===== src/rtl/dmem_port_arbiter_pkg.sv =====
// Shared types and constants for the two-port data-memory arbiter.
package dmem_port_arbiter_pkg;

    typedef enum logic [1:0] {
        S_IDLE  = 2'd0,
        S_ISSUE = 2'd1,
        S_WAIT  = 2'd2,
        S_RESP  = 2'd3
    } state_e;

    typedef enum logic {
        P1 = 1'b0,
        P2 = 1'b1
    } port_e;

    localparam int unsigned LINE_WORDS  = 16;
    localparam int unsigned TMO_CYC_DEF = 63;

    function automatic port_e other_port(input port_e p);
        return (p == P1) ? P2 : P1;
    endfunction

endpackage


===== src/rtl/dmem_port_arbiter_rr_pick.sv =====
// Two-way round-robin winner selection; the port that did not win last time takes a tie.
module dmem_port_arbiter_rr_pick
    import dmem_port_arbiter_pkg::*;
(
    input  logic  req1_i,
    input  logic  req2_i,
    input  port_e rr_last_i,
    output logic  gnt_valid_c_o,
    output port_e gnt_id_c_o
);

    always_comb begin
        gnt_valid_c_o = req1_i | req2_i;
        gnt_id_c_o    = P1;
        if (req1_i && req2_i) begin
            gnt_id_c_o = other_port(rr_last_i);
        end else if (req2_i) begin
            gnt_id_c_o = P2;
        end
    end

endmodule


===== src/rtl/dmem_port_arbiter.sv =====
// Sequences one outstanding word-write or line-read at a time from MEM1/MEM2 onto the
// shared multi-cycle data memory, with round-robin grant and a WAIT-state timeout.
module dmem_port_arbiter
    import dmem_port_arbiter_pkg::*;
#(
    parameter int unsigned ADDR_W  = 32,
    parameter int unsigned DATA_W  = 32,
    parameter int unsigned LINE_W  = 512,
    parameter int unsigned TMO_CYC = TMO_CYC_DEF
) (
    input  logic              clk,
    input  logic              rst,
    input  logic              req1,
    input  logic              req2,
    input  logic              we1,
    input  logic              we2,
    input  logic [ADDR_W-1:0] a1,
    input  logic [ADDR_W-1:0] a2,
    input  logic [DATA_W-1:0] wd1,
    input  logic [DATA_W-1:0] wd2,
    output logic              done1,
    output logic              done2,
    output logic              err,
    output logic [LINE_W-1:0] rd_line,
    output logic              busy,
    output logic              mem_req,
    output logic              mem_we,
    output logic [ADDR_W-1:0] mem_addr,
    output logic [DATA_W-1:0] mem_wd,
    input  logic              mem_ready,
    input  logic [LINE_W-1:0] mem_rdata
);

    localparam int unsigned TMO_W = $clog2(TMO_CYC + 1);

    state_e              state_q;
    port_e               gnt_q;
    port_e               rr_last_q;
    logic [TMO_W-1:0]    tmo_cnt_q;
    logic                done1_q;
    logic                done2_q;
    logic                err_q;
    logic                busy_q;
    logic                mem_req_q;
    logic                mem_we_q;
    logic [ADDR_W-1:0]   mem_addr_q;
    logic [DATA_W-1:0]   mem_wd_q;
    logic [LINE_W-1:0]   rd_line_q;

    logic                pick_valid;
    port_e               pick_id;
    logic                cmd_we_d;
    logic [ADDR_W-1:0]   cmd_addr_d;
    logic [DATA_W-1:0]   cmd_wd_d;
    logic                tmo_hit_d;

    dmem_port_arbiter_rr_pick u_rr_pick (
        .req1_i        (req1),
        .req2_i        (req2),
        .rr_last_i     (rr_last_q),
        .gnt_valid_c_o (pick_valid),
        .gnt_id_c_o    (pick_id)
    );

    // Command of the port that would win arbitration this cycle.
    always_comb begin
        cmd_we_d   = we1;
        cmd_addr_d = a1;
        cmd_wd_d   = wd1;
        if (pick_id == P2) begin
            cmd_we_d   = we2;
            cmd_addr_d = a2;
            cmd_wd_d   = wd2;
        end
        tmo_hit_d = (tmo_cnt_q == TMO_W'(TMO_CYC));
    end

    always_ff @(posedge clk) begin
        if (rst) begin
            state_q    <= S_IDLE;
            gnt_q      <= P1;
            rr_last_q  <= P2;
            tmo_cnt_q  <= '0;
            done1_q    <= 1'b0;
            done2_q    <= 1'b0;
            err_q      <= 1'b0;
            busy_q     <= 1'b0;
            mem_req_q  <= 1'b0;
            mem_we_q   <= 1'b0;
            mem_addr_q <= '0;
            mem_wd_q   <= '0;
            rd_line_q  <= '0;
        end else begin
            mem_req_q <= 1'b0;
            done1_q   <= 1'b0;
            done2_q   <= 1'b0;
            err_q     <= 1'b0;
            case (state_q)
                S_IDLE: begin
                    if (pick_valid) begin
                        gnt_q      <= pick_id;
                        mem_we_q   <= cmd_we_d;
                        mem_addr_q <= cmd_addr_d;
                        mem_wd_q   <= cmd_wd_d;
                        mem_req_q  <= 1'b1;
                        busy_q     <= 1'b1;
                        state_q    <= S_ISSUE;
                    end
                end
                S_ISSUE: begin
                    tmo_cnt_q <= '0;
                    state_q   <= S_WAIT;
                end
                S_WAIT: begin
                    // done/err are set on entry to RESP so they are visible during RESP.
                    if (mem_ready) begin
                        if (!mem_we_q) begin
                            rd_line_q <= mem_rdata;
                        end
                        done1_q <= (gnt_q == P1);
                        done2_q <= (gnt_q == P2);
                        state_q <= S_RESP;
                    end else if (tmo_hit_d) begin
                        done1_q <= (gnt_q == P1);
                        done2_q <= (gnt_q == P2);
                        err_q   <= 1'b1;
                        state_q <= S_RESP;
                    end else begin
                        tmo_cnt_q <= tmo_cnt_q + TMO_W'(1);
                    end
                end
                S_RESP: begin
                    rr_last_q <= gnt_q;
                    busy_q    <= 1'b0;
                    state_q   <= S_IDLE;
                end
                default: begin
                    busy_q  <= 1'b0;
                    state_q <= S_IDLE;
                end
            endcase
        end
    end

    assign done1    = done1_q;
    assign done2    = done2_q;
    assign err      = err_q;
    assign busy     = busy_q;
    assign rd_line  = rd_line_q;
    assign mem_req  = mem_req_q;
    assign mem_we   = mem_we_q;
    assign mem_addr = mem_addr_q;
    assign mem_wd   = mem_wd_q;

endmodule


===== config.mk =====
export PLATFORM = sky130hd
export DESIGN_NAME = dmem_port_arbiter
export DESIGN_NICKNAME = d
export VERILOG_FILES = /design/src/rtl/dmem_port_arbiter_pkg.sv /design/src/rtl/dmem_port_arbiter_rr_pick.sv /design/src/rtl/dmem_port_arbiter.sv
export SDC_FILE = /design/constraint.sdc
export NUM_CORES = 1
export LEC_CHECK = 0
export ABC_AREA = 1
export BUFFER_PORTS_ARGS = -buffer_cell sky130_fd_sc_hd__buf_2
export CAP_MARGIN = 10
export CORE_AREA = 2 2 472 474
export DETAILED_ROUTE_END_ITERATION = 10
export DIE_AREA = 0 0 474 476
export GPL_TIMING_DRIVEN = 0
export SYNTH_ARGS = -nofsm -noshare
export SYNTH_HDL_FRONTEND = slang
export SYNTH_SLANG_ARGS = --single-unit

===== constraint.sdc =====
create_clock -name clk -period 3 [get_ports clk]
set_input_delay 0.6 -clock clk [delete_from_list [all_inputs] [get_ports clk]]
set_output_delay 0.6 -clock clk [all_outputs]
set_load 0.005 [all_outputs]

==> results of run 1 <==
## metal layers
layer | share of wire, % | vias up
li1 | - | 11400
met1 | 33 | 11200
met2 | 44 | 1546
met3 | 17 | 385
met4 | 5.7 | 44
met5 | 0.35 | -
## worst max-delay path: stages (launching register included)
cell and delay (ns):
dfxtp_1 0.36, inv_1 0.10, ha_1 0.27, nand2_1 0.13, nor2_4 0.08, inv_2 0.34
buf_2 0.49, buf_2 0.38, nor2_1 0.16, nor2_1 0.11
## final cells by class
class | instances | share of cell area, %
Antenna cell | 39 | 0.292
Tap cell | 2975 | 11.1
Clock inverter | 29 | 1.38
Inverter | 18 | 0.202
Sequential cell | 592 | 35.4
Buffer | 205 | 2.84
Multi-Input combinational cell | 1872 | 24.0
Timing Repair Buffer | 1229 | 18.4
Clock buffer | 106 | 6.40
## worst min path at each step
stage / to / startpoint / cells after the start / slack (ns)
after global routing: rd_line[271]$_SDFFE_PP0P_ / mem_rdata[271] / 3 / 0.08
after detailed placement: rr_last_q$_SDFFE_PP1P_ / rr_last_q$_SDFFE_PP1P_ / 2 / 0.48
after CTS: rd_line[305]$_SDFFE_PP0P_ / mem_rdata[305] / 3 / 0.02
final: rd_line[79]$_SDFFE_PP0P_ / mem_rdata[79] / 3 / 0.14
after global placement: rd_line[243]$_SDFFE_PP0P_ / rd_line[243]$_SDFFE_PP0P_ / 2 / 0.48
after floorplan: done1$_SDFF_PP0_ / gnt_q$_SDFFE_PP0P_ / 1 / 0.43
## metrics by stage
stage | hold slack, ns | TNS, ns | instances | setup WS, ns
finish | 0.138 | 0 | 7065 | 0.442
global route | 0.0776 | 0 | 7051 | 0.162
CTS | 0.0193 | 0 | 7026 | 0.277
detailed placement | 0.478 | -0.0339 | 6889 | -0.0264
global placement | 0.478 | -0.0573 | 6889 | -0.0342
floorplan | 0.426 | 0 | 2687 | 1.50
## logic make-up after synthesis
kind of cell               count (synthesis)
AOI/OAI and AO/OA                        657
adders and majority gates                  6
buffers and inverters                    223
DFF                                      592
and+or+nand+nor                         1209
## flip-flops by register name (all words and copies together), names as in the netlist
signal     cells
done2          1
state_q        2
rr_last_q      1
mem_wd        32
mem_we         1
rd_line      512
err            1
mem_addr      32
done1          1
busy           1
mem_req        1
tmo_cnt_q      6
gnt_q          1
## Yosys cell counts (all sizes together)
master,instances
a21oi,9
and3,1
clkbuf,66
dfxtp,592
a31oi,65
inv,18
o21bai,1
nor3,1
nand2,163
o22ai,1
nand4,1
nand3b,1
ha,6
buf,139
o21ai,581
nor2,1035
nand3,7
## power breakdown
group / internal, µW / total, µW / switching [µW]
sequential: 9330 / 10100 / 821
combinational: 2210 / 7480 / 5270
clock: 5860 / 9750 / 3890
## what timing repair did
action	4_1_cts	5_1_grt
gates resized for setup	0	0
setup buffers	2	0
hold buffers	0	0
setup endpoints to repair	1	0
==> flow_metrics.tcl, run 1 <==
set metrics [dict create \
    worst-setup-path-type "register to register" \
    cts-root-buf "clkbuf_16" \
    synth_top_family_by_area "simple AND/OR/NAND/NOR gates" \
    grt_first_pass_wirelength_um 228000 \
    numPortBuffers 1227 \
    r2r-end "rd_line[363]$_SDFFE_PP0P_" \
    p_leak_uw 0.0165 \
    wirelength_um 184000 \
    grt-ovfl-total 0 \
    fin_crit_ns 2.56 \
    ys_ff_latch 592 \
    met2_usage_pct 24.4 \
    nFillCells 25500 \
    worst_pin_slew_ns 1.18 \
    coreArea_mm2 0.221 \
    place_area_mm2 0.0307 \
    irDropWorstVdd_mv 0.412 \
    cap_violations 0 \
    cts_sinks 592 \
    power.density_mw_per_mm2 818 \
    arrival_ns 3.17 \
    ys_seq_area_share_pct 56.7 \
    synth_xor_area_share_pct 0 \
    clock_latency_ns 0.68 \
    die_h_um 476 \
    numCtsBuffers 73 \
    cts.htree.levels 3 \
    synth_compound_area_share_pct 16.2 \
    via_per_inst 3.49 \
    ys_top_cells_by_area "dfxtp_1, nor2_1, o21ai_0" \
    mostFrequentLayoutCells "buf_2, nor2_1, dfxtp_1" \
    seqCellArea_mm2 0.0119 \
    rr_startpoint "state_q[0]$_SDFFE_PP0P_" \
    gp_congestion 1.07 \
    drcViolationCount 0 \
    cp-startpoint "state_q[0]$_SDFFE_PP0P_" \
    vias 24600 \
    grt_busiest_layer "met2" \
    synthesis.area_mm2 0.0209 \
    ant_nets 0 \
    use_met1_pct 14.9 \
    ff2ff_path_depth 9 \
    cp.required_ns 3.62 \
    critPathLaunchType "register" \
    synthSimpleGateAreaFrac_pct 21.9 \
    synthAdderAreaFrac_pct 0.359 \
    hp-class "primary input to register" \
    grt_util_met3_pct 11.3 \
    period_share_pct 85.3 \
    clockBufferDepth 3 \
    start_util_pct 9.45 \
    cts.reportedPaths.clkPinSlew_ns 0.06 \
    grt_max_degree 13 \
    fin_area_mm2 0.0335 \
    synth_top_area_share_pct 56.7 \
    report.final.hold_viol_count 0 \
    synthCells 2687 \
    placement_rows 173 \
    cp-endpoint "rd_line[363]$_SDFFE_PP0P_" \
    avgSynthCellArea_um2 7.77 \
    setup_viol 0 \
    rrSetupSlack_ns 0.44 \
    rsz0062_at_grt "false" \
    drive_gt1_share_pct 36.8 \
    finClkSkew_ns 0.0310 \
    synth.distinct_cells 22 \
    finalPower_uw 27400 \
    synth_mux_area_share_pct 0 \
    antenna_found_initial 115 \
    track_usage_pct 15.6 \
    slew-limit-headroom_pct 21.3 \
    die_w_um 474 \
    fin_nets 4644 \
    multi_input_comb_area_mm2 0.00802 \
    status "complete, no violations" \
    path_max_fanout 10 \
    ys_warn_count 0 \
    dp_hpwl_um 160000 \
    wire_per_inst_um 26.1 \
    cts_tree "yes" \
    synth_nets 3340 \
    drtPass1Iterations 6 \
    first_iter_violations 1594 \
    max_freq_ghz 0.391 \
    final_util_pct 15.1 \
    final_common_cell "buf_2" \
    grt_pass1_vias 23000 \
    syn_to_final_growth_pct 60.2 \
    die_area_mm2 0.226 \
    yosys.area.top_type "dfxtp_1" \
    endpoint_kind "register" \
    slew_viol_final 0 \
    boundaryPins 1229 \
]
No activity file was read; power rests on OpenSTA's default activity.
==> run 2, diff against run 1 <==
CELL_PAD_IN_SITES_DETAIL_PLACEMENT = 1   (was not set)
CELL_PAD_IN_SITES_GLOBAL_PLACEMENT = 2   (was not set)
CORE_AREA = 2 2 477 479   (was 2 2 472 474)
DIE_AREA = 0 0 479 481   (was 0 0 474 476)
PLACE_DENSITY_LB_ADDON = 0.1   (was not set)
==> run 2 against run 1 <==
Sequential power is essentially flat. Setup slack gained 0.059 ns. Total power grew 1.3%. Cell area grew 1.6%. Global-route usage shrank 1.9 points. Critical path type unchanged. Critical endpoint is now rd_line[449]$_SDFFE_PP0P_. Largest power group is now the clock network.
==> flow_metrics.tcl, run 2 (same netlist as run 1, synthesis figures left out) <==
set metrics [dict create \
    status "complete, no violations" \
    switching_power_uw 9570 \
    worst_pin_slew_ns 0.857 \
    combPwrFrac_pct 23.3 \
    start_util_pct 9.25 \
    numCtsBuffers 90 \
    clockBufferDepth 3 \
    setup_viol 0 \
    ctsResizeCount 0 \
    boundaryPins 1229 \
    cts.reportedPaths.clkPinSlew_ns 0.06 \
    finClkSkew_ns 0.0306 \
    dp_cells 6923 \
    slew_viol_final 0 \
    intPower_uw 18200 \
    pre_cts_ws_ns -0.0807 \
    worst-setup-path-type "register to register" \
    cts_tree "yes" \
    p_leak_uw 0.0168 \
    gp_congestion 0.761 \
    switching_share_pct 34.5 \
    clkPwrFrac_pct 40.3 \
    placement_rows 175 \
    grt_pass1_vias 25000 \
    grt_first_pass_wirelength_um 219000 \
    fin_area_mm2 0.0340 \
    die_area_mm2 0.230 \
    cts_sinks 592 \
    cp.required_ns 3.63 \
    hold_ws_ns 0.103 \
    die_h_um 481 \
    power.density_mw_per_mm2 815 \
    cap_violations 0 \
    largest_register_ff_count 512 \
    met1_length_um 61000 \
    arrival_ns 3.13 \
    seqCellArea_mm2 0.0119 \
    fin_nets 4666 \
    max_freq_ghz 0.400 \
    irDropWorstVdd_mv 0.375 \
    first_iter_violations 747 \
    slowest_stage "buf_2" \
    fin_crit_ns 2.50 \
    cts.htree.levels 3 \
    drcViolationCount 0 \
    clock_latency_ns 0.71 \
    dr_wl_met3_um 16600 \
    report.final.hold_viol_count 0 \
    final_util_pct 15.1 \
    highest_layer "met5" \
    track_usage_pct 13.7 \
    drive_gt1_share_pct 37.1 \
    grt-ovfl-total 0 \
    endpoint_kind "register" \
    numPortBuffers 1227 \
    fin_cells 7126 \
    slew-limit-headroom_pct 42.9 \
    period_share_pct 83.3 \
    antenna_found_initial 171 \
    critPathLaunchType "register" \
    hp-class "primary input to register" \
    ant_nets 0 \
    place_area_mm2 0.0308 \
    nFillCells 27200 \
    cts-root-buf "clkbuf_16" \
    die_w_um 479 \
    rsz0062_at_grt "false" \
    fin_ws_ns 0.502 \
    syn_to_final_growth_pct 62.8 \
    wl_met2_um 80800 \
    multi_input_comb_area_mm2 0.00802 \
    dp_hpwl_um 132000 \
    mostFrequentLayoutCells "buf_2, nor2_1, dfxtp_1" \
    wire_per_inst_um 23.0 \
    via_per_inst 3.35 \
    vias 23800 \
    final_common_cell "buf_2" \
    coreArea_mm2 0.226 \
    drtPass1Iterations 4 \
    path_cells "inv_1, ha_1, nand2_1, nor2_4, buf_12, inv_2, buf_2, buf_2, nor2_1, nor2_1" \
    path_max_fanout 10 \
    pwr-share-seq_pct 36.4 \
    grt_max_degree 14 \
    wirelength_um 164000 \
    critical_path.max_stage_delay_ns 0.44 \
]
[run 2: cell count changes in the layout (fill, tap and decap cells not counted), sizes merged]
cell         delta
inv             -6
clkbuf         +33
diode           -6
bufinv          -7
clkinv          +8
dlygate4sd3     +5
[run 2: final timing paths]
| check | start | end | slack (ns) | cells after the start |
|---|---|---|---|---|
| hold / removal | mem_rdata[272] | rd_line[272]$_SDFFE_PP0P_ | 0.10 | 3 |
| hold reg to reg | rr_last_q$_SDFFE_PP1P_ | rr_last_q$_SDFFE_PP1P_ | 0.47 | 2 |
| setup reg to reg | state_q[0]$_SDFFE_PP0P_ | rd_line[449]$_SDFFE_PP0P_ | 0.50 | 10 |
| setup / recovery | state_q[0]$_SDFFE_PP0P_ | rd_line[449]$_SDFFE_PP0P_ | 0.50 | 10 |
[run 2: area by class of cell]
cell class / count / area share, %
Tap cell: 3009 / 11.1
Clock inverter: 24 / 0.854
Sequential cell: 592 / 34.8
Timing Repair Buffer: 1234 / 18.3
Clock buffer: 139 / 8.14
Buffer: 205 / 2.80
Antenna cell: 33 / 0.243
Inverter: 18 / 0.199
Multi-Input combinational cell: 1872 / 23.6
[run 2: repair_timing]
action                     CTS  global route
hold buffers                 5             0
buffers inserted             2             0
setup endpoints to repair  155             0
hold endpoints to repair     5             0
[run 2: layer usage]
metal | GRT usage [%] | vias up
li1 | - | 11500
met5 | 0 | -
met2 | 24.1 | 967
met1 | 14.4 | 10900
met3 | 6.65 | 402
met4 | 3.69 | 96
[run 2: critical path, delay by kind of cell, from the launching register on]
kind	cells	cell delay (ns)
flops	1	0.36
buf+inv	5	1.37
simple gates	4	0.39
fa+ha+maj	1	0.26
[run 2: power by group through the flow]
stage	combinational [µW]	clock, µW	sequential (µW)
2_1_floorplan	2350	0	10300
3_3_place_gp	6850	0	10200
3_5_place_dp	6770	0	10300
4_1_cts	6810	11800	10100
5_1_grt	7320	12100	10300
6_report	6470	11200	10100
[run 2: metrics by stage]
stage          TNS (ns)  power [µW]
6_report              0       27700
5_1_grt               0       29700
4_1_cts               0       28700
3_5_place_dp      -1.40       17000
3_3_place_gp      -4.55       17100
2_1_floorplan         0       12600
==> run 3, diff against run 2 <==
ABC_AREA = 0   (was 1)
CORE_AREA = 2 2 480 482   (was 2 2 477 479)
DIE_AREA = 0 0 482 484   (was 0 0 479 481)
clock period = 2.14 ns   (was 3 ns; I/O delays follow)
==> run 3 against run 2 <==
Sequential share of layout area is 5.6 points lower. Cell area rose by 19%. Via count up 5.9%. Sequential cell count stayed put. Utilization rose by 2.6 points. Largest cell class is now non-clock buffers. Synthesized area is 0.61% higher. Hold slack got worse by 0.019 ns. First-iteration DRC count fell by 22%. Synthesized cell count shrank 3.7%. Cell count grew 7.3%. Fmax up 27%. Clock skew is 0.011 ns higher.
==> flow_metrics.tcl, run 3 <==
set metrics [dict create \
    cts_tree "yes" \
    synth_nets 3241 \
    irDropWorstVdd_mv 0.641 \
    start_util_pct 9.19 \
    wire_per_inst_um 21.1 \
    ys_warn_count 0 \
    synth_edf_count 0 \
    die_h_um 484 \
    cap_violations 0 \
    pre_cts_ws_ns -1.07 \
    fin_cells 7649 \
    yosys.area.top_type "dfxtp_1" \
    ys_seq_area_share_pct 56.4 \
    ys_ff_latch 592 \
    fin_ws_ns 0.169 \
    cts.htree.levels 3 \
    syn_to_final_growth_pct 92.5 \
    fin_nets 5184 \
    numPortBuffers 1227 \
    slew_viol_final 0 \
    worst_pin_slew_ns 0.933 \
    gp_congestion 0.758 \
    met1_length_um 62400 \
    grt-ovfl-total 0 \
    ys_top_cells_by_area "dfxtp_1, nand2_1, a21oi_1" \
    grt_max_degree 20 \
    wirelength_um 161000 \
    slew-limit-headroom_pct 37.8 \
    die_w_um 482 \
    track_usage_pct 13.4 \
    clock_latency_ns 0.72 \
    synthArstFlopShare_pct 0 \
    grt_first_pass_wirelength_um 221000 \
    mostFrequentLayoutCells "buf_2, nand2_1, dlygate4sd3_1" \
    ant_nets 0 \
    cts_sinks 592 \
    period_share_pct 92.1 \
    setup_viol 0 \
    drtPass1Iterations 4 \
    drive_gt1_share_pct 32.6 \
    post-synth-top-count-cell "nand2_1" \
    synth.distinct_cells 34 \
    avgSynthCellArea_um2 8.12 \
    highest_layer "met5" \
    finClkSkew_ns 0.0417 \
    dp_hpwl_um 130000 \
    placement_rows 176 \
    cts.reportedPaths.clkPinSlew_ns 0.06 \
    max_freq_ghz 0.507 \
    power.density_mw_per_mm2 920 \
    final_util_pct 17.7 \
    hp-class "primary input to register" \
    grt_pass1_vias 27600 \
    arrival_ns 2.61 \
    dr_wl_met3_um 15200 \
    largest_register_ff_count 512 \
    boundaryPins 1229 \
    first_iter_violations 586 \
    path_max_fanout 10 \
    worst-setup-path-type "register to register" \
    drcViolationCount 0 \
    synth_top_area_share_pct 56.4 \
    fin_crit_ns 1.97 \
    clockBufferDepth 3 \
    wl_met2_um 80000 \
    critPathLaunchType "register" \
    synthCells 2588 \
    endpoint_kind "register" \
    report.final.hold_viol_count 0 \
    p_leak_uw 0.0170 \
    finalPower_uw 37200 \
    synthTopCellsByCount "nand2_1, dfxtp_1, a21oi_1" \
    numCtsBuffers 92 \
    dp_cells 6842 \
    status "complete, no violations" \
    vias 25300 \
    cts-root-buf "clkbuf_16" \
    antenna_found_initial 37 \
    die_area_mm2 0.233 \
    final_common_cell "buf_2" \
    via_per_inst 3.30 \
    synthFlopType "dfxtp_1" \
    synthesis.area_mm2 0.0210 \
    cp.required_ns 2.78 \
    coreArea_mm2 0.229 \
]
[run 3: final cells by class]
type | instances | area [µm²]
Fill cell | 27300 | 188000
Timing Repair Buffer | 1850 | 12400
Sequential cell | 592 | 11900
Multi-Input combinational cell | 1792 | 8110
Tap cell | 3026 | 3790
Clock buffer | 149 | 2770
Buffer | 198 | 1280
Clock inverter | 13 | 200
Antenna cell | 24 | 60.1
Inverter | 5 | 18.8
[run 3: repair_timing]
item / CTS / global route
setup endpoints to repair: 522 / 524
endpoints found under the hold margin: 569 / 0
pin swaps: 1 / 0
hold buffers: 620 / 0
gates resized for setup: 56 / 52
setup buffers: 2 / 0
[run 3: layer usage]
layer | global-route usage [%] | vias up
met1 | 14.5 | 11800
met2 | 23.8 | 850
met5 | 0 | -
met3 | 5.49 | 164
li1 | - | 12400
met4 | 3.46 | 20
[run 3: report_power, final]
group / total (µW) / switching (µW) / leakage, µW / internal (µW)
clock network: 15400 / 6340 / 0.00144 / 9060
logic: 8810 / 5230 / 0.0108 / 3580
registers: 13000 / 709 / 0.00480 / 12300
total: 37200 / 12300 / 0.0170 / 25000
[run 3: through the flow]
step | cell area, µm² | TNS [ns] | hold slack [ns]
floorplan | 21000 | 0 | 0.426
global placement | 30900 | -410.77 | 0.440
detailed placement | 31000 | -414.81 | 0.443
CTS | 40300 | 0 | 0.000462
global route | 40400 | -0.104 | 0.0393
finish | 40500 | 0 | 0.0836
[run 3: kinds of logic after synthesis]
group / share of synthesized area [%]
muxes: 3.19
adders and majority gates: 0.357
buffers and inverters: 5.03
and+or+nand+nor: 19.0
DFF: 56.4
AOI/OAI and AO/OA: 16.0
[run 3: final timing paths]
path | start | endpoint | slack, ns | cells past startpoint
setup / recovery | state_q[0]$_SDFFE_PP0P_ | rd_line[239]$_SDFFE_PP0P_ | 0.17 | 9
hold / removal | wd1[3] | mem_wd[3]$_SDFFE_PP0P_ | 0.08 | 3
setup reg to reg | state_q[0]$_SDFFE_PP0P_ | rd_line[239]$_SDFFE_PP0P_ | 0.17 | 9
hold reg to reg | rd_line[83]$_SDFFE_PP0P_ | rd_line[83]$_SDFFE_PP0P_ | 0.45 | 2
[run 3: critical path, stage by stage, from the launching register on]
cell and delay, ns:
dfxtp_1 0.34, inv_1 0.12, ha_2 0.25, nand2_1 0.11
nor2_4 0.12, buf_4 0.17, buf_4 0.26, buf_2 0.30
nand2_1 0.09, a21oi_1 0.13
